==> src/rtl/reset_sequencer.sv <==
// reset_sequencer: releases per-subsystem resets in a fixed order with programmable spacing.
//   clk            system clock
//   rstn           asynchronous active-low reset
//   sys_ready_i    clocks+DDR stable level from upstream, synchronized internally
//   soft_rst_req_i four-phase soft-reset request
//   soft_rst_ack_o soft-reset acknowledge
//   stage_rst_o    active-high reset per stage (0 memory, 1 bus, 2 CPU)
//   all_released_o every stage out of reset
//   state_o        0 HOLD, 1 RELEASE, 2 RUN, 3 SOFT
//   wdt_timeout_o  sticky HOLD watchdog flag, only with RESET_SEQ_WDT_EN defined
module reset_sequencer #(
    parameter int NUM_STAGES    = 3,
    parameter int STAGE_DELAY   = 16,
    parameter int SYNC_DEPTH    = 2,
    parameter int SOFT_RST_HOLD = 8,
    parameter int WDT_LIMIT     = 1048576
) (
    input  logic                  clk,
    input  logic                  rstn,
    input  logic                  sys_ready_i,
    input  logic                  soft_rst_req_i,
    output logic                  soft_rst_ack_o,
    output logic [NUM_STAGES-1:0] stage_rst_o,
    output logic                  all_released_o,
    output logic [1:0]            state_o,
    output logic                  wdt_timeout_o
);
    localparam logic [1:0] S_HOLD = 2'd0;
    localparam logic [1:0] S_REL  = 2'd1;
    localparam logic [1:0] S_RUN  = 2'd2;
    localparam logic [1:0] S_SOFT = 2'd3;
    localparam int MAXD = STAGE_DELAY > SOFT_RST_HOLD ? STAGE_DELAY : SOFT_RST_HOLD;
    localparam int CW   = $clog2(MAXD + 1);
    localparam int IW   = $clog2(NUM_STAGES + 1);
    logic [SYNC_DEPTH-1:0] sync_q;
    logic                  rdy_s;
    logic [CW-1:0]         cnt_q;
    logic [IW-1:0]         idx_q;
    logic                  soft_active_q;
    assign rdy_s = sync_q[SYNC_DEPTH-1];
    always_ff @(posedge clk or negedge rstn)
        if (!rstn) sync_q <= '0;
        else sync_q <= {sync_q[SYNC_DEPTH-2:0], sys_ready_i};
    always_ff @(posedge clk or negedge rstn) begin
        if (!rstn) begin
            state_o        <= S_HOLD;
            stage_rst_o    <= '1;
            all_released_o <= 1'b0;
            soft_rst_ack_o <= 1'b0;
            cnt_q          <= '0;
            idx_q          <= '0;
            soft_active_q  <= 1'b0;
        end else begin
            // ack drops once the requester lowers req; a later set below wins
            if (soft_rst_ack_o && !soft_rst_req_i) soft_rst_ack_o <= 1'b0;
            case (state_o)
                S_HOLD: begin
                    stage_rst_o    <= '1;
                    all_released_o <= 1'b0;
                    if (rdy_s) begin
                        state_o <= S_REL;
                        cnt_q   <= CW'(STAGE_DELAY - 1);
                        idx_q   <= '0;
                    end
                end
                S_REL: begin
                    if (!rdy_s) begin
                        state_o        <= S_HOLD;
                        stage_rst_o    <= '1;
                        all_released_o <= 1'b0;
                        cnt_q          <= '0;
                        idx_q          <= '0;
                    end else if (idx_q == IW'(NUM_STAGES)) begin
                        state_o        <= S_RUN;
                        all_released_o <= 1'b1;
                        if (soft_active_q) begin
                            soft_rst_ack_o <= 1'b1;
                            soft_active_q  <= 1'b0;
                        end
                    end else if (cnt_q == '0) begin
                        stage_rst_o <= stage_rst_o & ~(NUM_STAGES'(1) << idx_q);
                        idx_q       <= idx_q + 1'b1;
                        cnt_q       <= CW'(STAGE_DELAY - 1);
                    end else begin
                        cnt_q <= cnt_q - 1'b1;
                    end
                end
                S_RUN: begin
                    if (!rdy_s) begin
                        state_o        <= S_HOLD;
                        stage_rst_o    <= '1;
                        all_released_o <= 1'b0;
                        cnt_q          <= '0;
                        idx_q          <= '0;
                    end else if (soft_rst_req_i && !soft_rst_ack_o) begin
                        state_o        <= S_SOFT;
                        soft_active_q  <= 1'b1;
                        stage_rst_o    <= '1;
                        all_released_o <= 1'b0;
                        cnt_q          <= CW'(SOFT_RST_HOLD - 1);
                    end
                end
                default: begin
                    if (cnt_q != '0) begin
                        cnt_q <= cnt_q - 1'b1;
                    end else if (rdy_s) begin
                        state_o <= S_REL;
                        cnt_q   <= CW'(STAGE_DELAY - 1);
                        idx_q   <= '0;
                    end else begin
                        state_o <= S_HOLD;
                        idx_q   <= '0;
                    end
                end
            endcase
        end
    end
`ifdef RESET_SEQ_WDT_EN
    localparam int WW = $clog2(WDT_LIMIT + 1);
    logic [WW-1:0] wdt_q;
    always_ff @(posedge clk or negedge rstn) begin
        if (!rstn) begin
            wdt_q         <= '0;
            wdt_timeout_o <= 1'b0;
        end else if (state_o == S_HOLD) begin
            if (wdt_q != WW'(WDT_LIMIT)) wdt_q <= wdt_q + 1'b1;
            if (wdt_q == WW'(WDT_LIMIT - 1)) wdt_timeout_o <= 1'b1;
        end else begin
            wdt_q <= '0;
        end
    end
`else
    // constant 0; the comparison only keeps WDT_LIMIT referenced
    assign wdt_timeout_o = WDT_LIMIT < 0;
`endif
endmodule
==> config.mk <==
export PLATFORM = sky130hd
export DESIGN_NAME = reset_sequencer
export DESIGN_NICKNAME = d
export VERILOG_FILES = /design/src/rtl/reset_sequencer.sv
export SDC_FILE = /design/constraint.sdc
export NUM_CORES = 1
export LEC_CHECK = 0
export ABC_AREA = 1
export CAP_MARGIN = 20
export CORE_MARGIN = 2
export CORE_UTILIZATION = 55
export DETAILED_ROUTE_END_ITERATION = 10
export GPL_ROUTABILITY_DRIVEN = 0
export PLACE_DENSITY_LB_ADDON = 0.05
export SETUP_SLACK_MARGIN = 0.05
export SLEW_MARGIN = 20
export SYNTH_ARGS = -nofsm -noshare
export SYNTH_HDL_FRONTEND = slang
export SYNTH_SLANG_ARGS = --single-unit
==> constraint.sdc <==
create_clock -name clk -period 1.8 [get_ports clk]
set_input_delay 0.45 -clock clk [delete_from_list [all_inputs] [get_ports clk]]
set_output_delay 0.45 -clock clk [all_outputs]
set_load 0.02 [all_outputs]
### Word level (Yosys, flattened, before mapping)

Cells that the tools add are included.

* $add $sub $neg: 2
* equality and inequality tests: 14
* shifts and indexed selects: 1
* muxes and demuxes: 44
* bitwise operators: 2
* reduce and logical (&&, ||, !) cells: 15

Operators by type and width (count)
* 2-to-1 mux 5 bit: 7
* 2-to-1 mux 2 bit: 12
* 2-to-1 mux 3 bit: 5
* case mux 5 bit (3 select lines): 1
* 2-to-1 mux 1 bit: 14
* inequality test 2 bit, second input constant: 6
* inequality test 3 bit, second input constant: 4
* case mux 2 bit (3 select lines): 2
* AND reduction 5 bit: 2
* case mux 3 bit (3 select lines): 1
* AND reduction 4 bit: 2
* logical NOT 5 bit: 1
* nonzero test 5 bit: 1
* subtractor 5 x 1 -> 5 bit, second input constant: 1
* == test 2 bit, second input constant: 2
* inequality test 4 x 1 -> 1 bit, second input constant: 1
* bitwise AND 3 bit: 1
* inverter 3 bit: 1
* case mux 1 bit (3 select lines): 1
* AND reduction 3 bit: 1
* nonzero test 3 bit: 1
* left shift 1 x 2 -> 3 bit, first input constant: 1
* adder 2 x 1 -> 2 bit, second input constant: 1
* == test 2 x 1 -> 1 bit, second input constant: 1
* other kinds (6): 8

* bits in registers: 17
* bits of input ports: 4
* output and inout bits: 8
* word-level logic and storage cells: 86

### Logic depth before layout (Yosys ltp)

Gate-level depths: netlist (run 1).

* word-level depth: 7
* mapped depth: 10
* depth with buffers taken out: 9

### Least setup slack after synthesis (run 1)

No wires, ideal clock.

* path type: register -> register
* from: register cnt_q[0]
* to: register idx_q[0]
* library setup time: 0.123 ns
* arrival time: 1.219 ns
* path slack: 0.458 ns
* cell stages (with the launch flop): 8
* buffers on the path: 0
* clock period less this slack: 1.342 ns
* cell sequence: dfrtp_1 > inv_1 > ha_1 > nand3_2 > nand2_1 > nand2_2 > o21ai_0 > nand2_1

* cells in the longest elaborated chain, start to end: 3
* elaborated cells on any way between the ends: 5

RTL lines
* start, declared: line 37 `logic [CW-1:0] cnt_q;`
* start signal, assigned: line 62 `cnt_q <= CW'(STAGE_DELAY - 1);`
* start signal, assigned: line 83 `cnt_q <= CW'(STAGE_DELAY - 1);`
* start signal, assigned: line 85 `cnt_q <= cnt_q - 1'b1;`
* nonzero test 5 bit or logical NOT 5 bit (tied branches): line 104, 80
* inequality test 4 x 1 -> 1 bit (no line) or inequality test 3 bit (tied branches)
* AND reduction 5 bit (no line) (*)
* end signal, assigned: line 82 `idx_q <= idx_q + 1'b1;`
* end, declared: line 38 `logic [IW-1:0] idx_q;`

Mark *: on every way between the ends. The rest lies on a longest branch, timed or not.
A chain may end at the register's enable or synchronous reset.

### Worst setup path in the final report (run 1)

* from: register all_released_o
* to: output port all_released_o

RTL lines
* start, declared: line 24 `output logic all_released_o,`
* start signal, assigned: line 48 `all_released_o <= 1'b0;`
* start signal, assigned: line 59 `all_released_o <= 1'b0;`
* start signal, assigned: line 70 `all_released_o <= 1'b0;`

No word-level cell between the ends.

==> results.json, run 1 <==
{
  "final.min_clock_period_ns": 1.70,
  "power_mw": 1.90,
  "finalHoldViolations": 0,
  "antenna_found_initial": 0,
  "synth_fa_ha_area_frac": 0.0556,
  "cts_buffers": 3,
  "hp-class": "register to register",
  "whs_ns": 0.360,
  "layout.nets": 179,
  "grt_overflow": 0,
  "grt_setup_unrepaired": "no",
  "cpPeakStageDelay_ns": 0.60,
  "num_rows": 16,
  "place_area_um2": 1260,
  "drt-initial-drc-count": 43,
  "synth_xor_area_frac": 0.00779,
  "drt-total-wl_um": 2330,
  "clk_path_buf_depth": 2,
  "place_hpwl_um": 1820,
  "timing.fmax_mhz": 590,
  "synth_compound_area_frac": 0.110,
  "instances_no_fill": 196,
  "ys_seq_area_frac": 0.382,
  "path_cells": "clkdlybuf4s50_1",
  "place_ws_ns": 0.148,
  "cp_slowest_cell": "clkdlybuf4s50_1",
  "synth_area_leaders": "dfrtp_1 31%, nand2_1 15%, dfstp_2 7.0%",
  "htreeDepth": 1,
  "start_kind": "register",
  "crit_buf_inv": 1,
  "ys_seq_elements": 17,
  "final-setup-viol-count": 0,
  "cts_tree": "done",
  "synth_area_per_cell_um2": 7.30,
  "synth_area_um2": 1120,
  "synthCells": 154,
  "clockRootBuffer": "clkbuf_4",
  "cts_hold_buf": 0,
  "synth_cell_type_count": 24,
  "powerDensity_nw_per_um2": 1470,
  "max-vdd-ir-drop_mv": 0.829,
  "coreArea_um2": 1940,
  "synth_top_family_by_area": "simple AND/OR/NAND/NOR gates",
  "outcome": "finished, final reports clean",
  "synth_top_area_cell": "dfrtp_1",
  "die_height_um": 49.2,
  "fin_ws_ns": 0.104,
  "clk_latency_ns": 0.29,
  "leakage_nw": 0.718,
  "grt_pass1_wl_um": 4060,
  "start_util": 0.579,
  "first_global_vias": 953,
  "clk_pin_slew_ns": 0.10,
  "vias_per_cell": 5.25,
  "vias": 1029,
  "fin_skew_ns": 0.00990,
  "syn_to_final_growth_pct": 14.9,
  "cp-end-kind": "output port",
  "period_share": 0.942,
  "drive_gt1_frac": 0.183,
  "cts_setup_buffers": 0,
  "synth_top_area_frac": 0.311,
  "maxCapViolCount": 0,
  "dr.pass1.iters": 4,
  "clock-sinks": 17,
  "io_pins": 12,
  "slew_violations": 0,
  "critPathKind": "register to output port",
  "required_ns": 1.35,
  "syn_nets": 163,
  "arrival_ns": 1.25,
  "yosys.area_share.simple": 0.347,
  "dieArea_um2": 2420,
  "grt_max_degree": 11,
  "die_width_um": 49.2,
  "crit_fanout": 2,
  "n_antenna_cell": 0,
  "drc": 0,
  "portBuffers": 10,
  "synth.mux.area_fraction": 0,
  "dp_cells": 192,
  "grtUsageTotal": 0.215,
  "wl_per_cell_um": 11.9,
  "ys_warn_count": 0,
  "cp_top_family": "buffers and inverters",
  "antenna_left": 0,
  "tns_ns": 0,
  "utilization": 0.666,
  "fin_area_um2": 1290
}
-- flip-flops by register name, indices dropped and copies added (netlist names) --
signal,flops
cnt_q,5
stage_rst_o,3
idx_q,2
state_o,2
sync_q,2
all_released_o,1
soft_active_q,1
soft_rst_ack_o,1
-- worst paths after layout --
kind / endpoint / startpoint / slack (ns) / depth (start not counted)
max in group asynchronous: soft_rst_ack_o / rstn / 0.90 / 2
worst max register to register: idx_q[1] / cnt_q[0] / 0.23 / 7
worst min-delay path: sync_q[1] / sync_q[0] / 0.36 / 0
worst max-delay path: all_released_o / all_released_o / 0.10 / 1
worst min register to register: sync_q[1] / sync_q[0] / 0.36 / 0
min in group asynchronous: state_o[1] / rstn / 0.42 / 1
-- synthesized netlist by cell type (all sizes together) --
cell / n
a21oi: 5
buf: 3
conb: 1
dfrtp: 14
dfstp: 3
ha: 5
inv: 22
nand2: 53
nand3: 10
nand4: 3
nor2: 17
o211ai: 4
o21ai: 13
xor2: 1
-- cell families (layout without fill, tap and decap cells) --
kind of cell / after synthesis / count (layout)
buf+inv: 25 / 40
flops: 17 / 17
xor+xnor: 1 / 1
fa+ha+maj: 5 / 5
compound gates: 22 / 22
simple gates: 83 / 83
other cells: 1 / 1
-- metal layers --
layer,share of wire,up-vias,track usage
li1,-,514,-
met1,0.46,477,0.280
met2,0.45,34,0.347
met3,0.070,4,0.0399
met4,0.013,0,0.0905
met5,0,-,0
-- power by group --
part	leakage (nW)	switching [mW]	internal, mW
sequential	0.206	0.103	0.518
clock	0.0150	0.118	0.0861
combinational	0.497	0.692	0.387
total	0.718	0.913	0.991
-- timing repair --
| item | CTS | global route |
|---|---|---|
| resized for setup | 3 | 2 |
| endpoints found under the setup margin | 3 | 2 |
| pin swaps | 0 | 0 |
-- layout make-up --
class                   count  area [µm²]
multi-input cells         112         589
clock buffers               4        26.3
well taps                  27        33.8
fillers                   193         649
repair buffers             14         131
flip-flops and latches     17         429
inverters                  22        82.6
-- layout by cell type, fill, tap and decap left out, drive strengths merged, types with 4 or more instances in the layout --
cell type and instances:
nand2 53, inv 22, nor2 17, dfrtp 14
o21ai 13, nand3 10, a21oi 5, ha 5
clkdlybuf4s50 5, o211ai 4, buf 4, clkbuf 4
Note: power is estimated with default switching activity, not from simulation.
==> inputs of run 2 (changes only) <==
Settings changed: DONT_BUFFER_PORTS from default to 1, SLEW_MARGIN 20 to default.
==> results.json, run 2 (synthesis results as in run 1) <==
{
  "outcome": "finished, final reports clean",
  "top_regs": "cnt_q: 5 flops, stage_rst_o: 3 flops",
  "leakage_nw": 0.638,
  "cp-end-kind": "register",
  "clock-sinks": 17,
  "vias": 982,
  "drive_gt1_frac": 0.191,
  "crit_fanout": 6,
  "coreArea_um2": 1940,
  "p_seq_frac": 0.409,
  "antenna_left": 0,
  "p_sw_uw": 895,
  "powerDensity_nw_per_um2": 1530,
  "drt-initial-drc-count": 33,
  "period_share": 0.867,
  "timing.fmax_mhz": 641,
  "n_antenna_cell": 0,
  "slew_headroom": 0.482,
  "place_hpwl_um": 1710,
  "regMostFlops": "cnt_q",
  "vias_per_cell": 5.34,
  "cts_buffers": 3,
  "pwr-share-clk": 0.118,
  "antenna_found_initial": 0,
  "clk_pin_slew_ns": 0.11,
  "critPathKind": "register to register",
  "max-vdd-ir-drop_mv": 0.790,
  "dr.pass1.iters": 4,
  "hp-class": "input port to register",
  "grt_setup_unrepaired": "no",
  "final.min_clock_period_ns": 1.56,
  "tns_ns": 0,
  "final-setup-viol-count": 0,
  "combinationalPowerShare": 0.472,
  "clk_latency_ns": 0.30,
  "die_width_um": 49.2,
  "drc": 0,
  "io_pins": 12,
  "place_area_um2": 1140,
  "dieArea_um2": 2420,
  "grt_max_degree": 18,
  "layout_commonest_cell": "nand2_1",
  "slew_violations": 0,
  "num_rows": 16,
  "start_util": 0.579,
  "drt-total-wl_um": 2230,
  "portBuffers": 0,
  "first_global_vias": 909,
  "start_kind": "register",
  "mostFrequentLayoutCells": "46 x nand2_1, 19 x inv_1, 13 x dfrtp_1",
  "grtUsageTotal": 0.216,
  "syn_to_final_growth_pct": 5.01,
  "power.internal_uw": 907,
  "worst_pin_slew_ns": 0.774,
  "fin_skew_ns": 0.00594,
  "largest_reg_flops": 5,
  "clockRootBuffer": "clkbuf_4",
  "fin_area_um2": 1180,
  "grt_overflow": 0,
  "required_ns": 2.04,
  "htreeDepth": 1,
  "arrival_ns": 1.80,
  "switching_share": 0.497,
  "fillerInstances": 184,
  "finalHoldViolations": 0,
  "cts_tree": "done",
  "die_height_um": 49.2,
  "layout.nets": 167,
  "maxCapViolCount": 0,
  "clk_path_buf_depth": 2,
  "grt_pass1_wl_um": 4060,
  "wl_per_cell_um": 12.1
}
==> run 2: cell count changes in the layout (fill, tap and decap cells not counted) <==
cell | previous run | this run
buf_4 | 4 | 1
clkbuf_1 | 1 | 0
clkdlybuf4s50_1 | 5 | 0
clkinv_2 | 0 | 1
dfrtp_1 | 14 | 13
dfrtp_2 | 0 | 1
dlygate4sd2_1 | 3 | 0
dlygate4sd3_1 | 0 | 1
dlymetal6s2s_1 | 2 | 0
==> run 2: worst paths after layout <==
check,startpoint,to,slack (ns),cells past startpoint
min,sys_ready_i,sync_q[0],0.17,0
min in group asynchronous,rstn,idx_q[1],0.66,1
max reg2reg,cnt_q[0],state_o[1],0.24,8
max in group asynchronous,rstn,state_o[0],0.60,1
min reg2reg,sync_q[0],sync_q[1],0.36,0
max,cnt_q[0],state_o[1],0.24,8
==> run 2: metal layers <==
metal,part of all wire,GRT usage,vias up
met5,0,0,-
met4,0.013,0.0714,0
met2,0.44,0.336,49
li1,-,-,491
met3,0.10,0.0307,4
met1,0.45,0.309,438
==> run 2: power groups by stage <==
stage               registers [mW]  clock network (mW)  logic (mW)
floorplan                    0.679                   0       0.751
global placement             0.736                   0       0.827
detailed placement           0.743                   0       0.838
CTS                          0.735               0.220       0.852
global route                 0.759               0.239        1.00
finish                       0.738               0.213       0.851
==> run 2: what timing repair did <==
action | CTS | global route
endpoints found under the hold margin | 17 | 0
setup endpoints to repair | 0 | 2
setup buffers | 0 | 0
hold buffers | 1 | 0
resized for setup | 0 | 1
==> run 2: final cells by class <==
class / count / area, µm² / area share
flip-flops and latches: 17 / 430 / 0.364
clock inverters: 1 / 5.00 / 0.00424
repair buffers: 2 / 17.5 / 0.0148
multi-input cells: 112 / 589 / 0.499
inverters: 22 / 82.6 / 0.0699
clock buffers: 3 / 22.5 / 0.0191
well taps: 27 / 33.8 / 0.0286
==> run 2: worst max-delay path, stage by stage, from the launching register on <==
cell	delay [ns]
dfrtp_1	0.41
inv_1	0.12
ha_1	0.29
nand3_2	0.18
nand2_1	0.11
nand2_2	0.08
nor2_1	0.18
nand2_1	0.08
nand2_1	0.06
==> run 2: per-stage QoR <==
stage	total power [mW]	hold WS [ns]	util	setup WS (ns)	cells
floorplan	1.43	0.154	-	0.458	154
global placement	1.56	0.155	0.588	0.238	179
detailed placement	1.58	0.155	0.588	0.228	179
CTS	1.81	0.160	0.608	0.204	184
global route	2.00	0.146	0.608	0.0681	184
finish	1.80	0.168	0.608	0.240	184
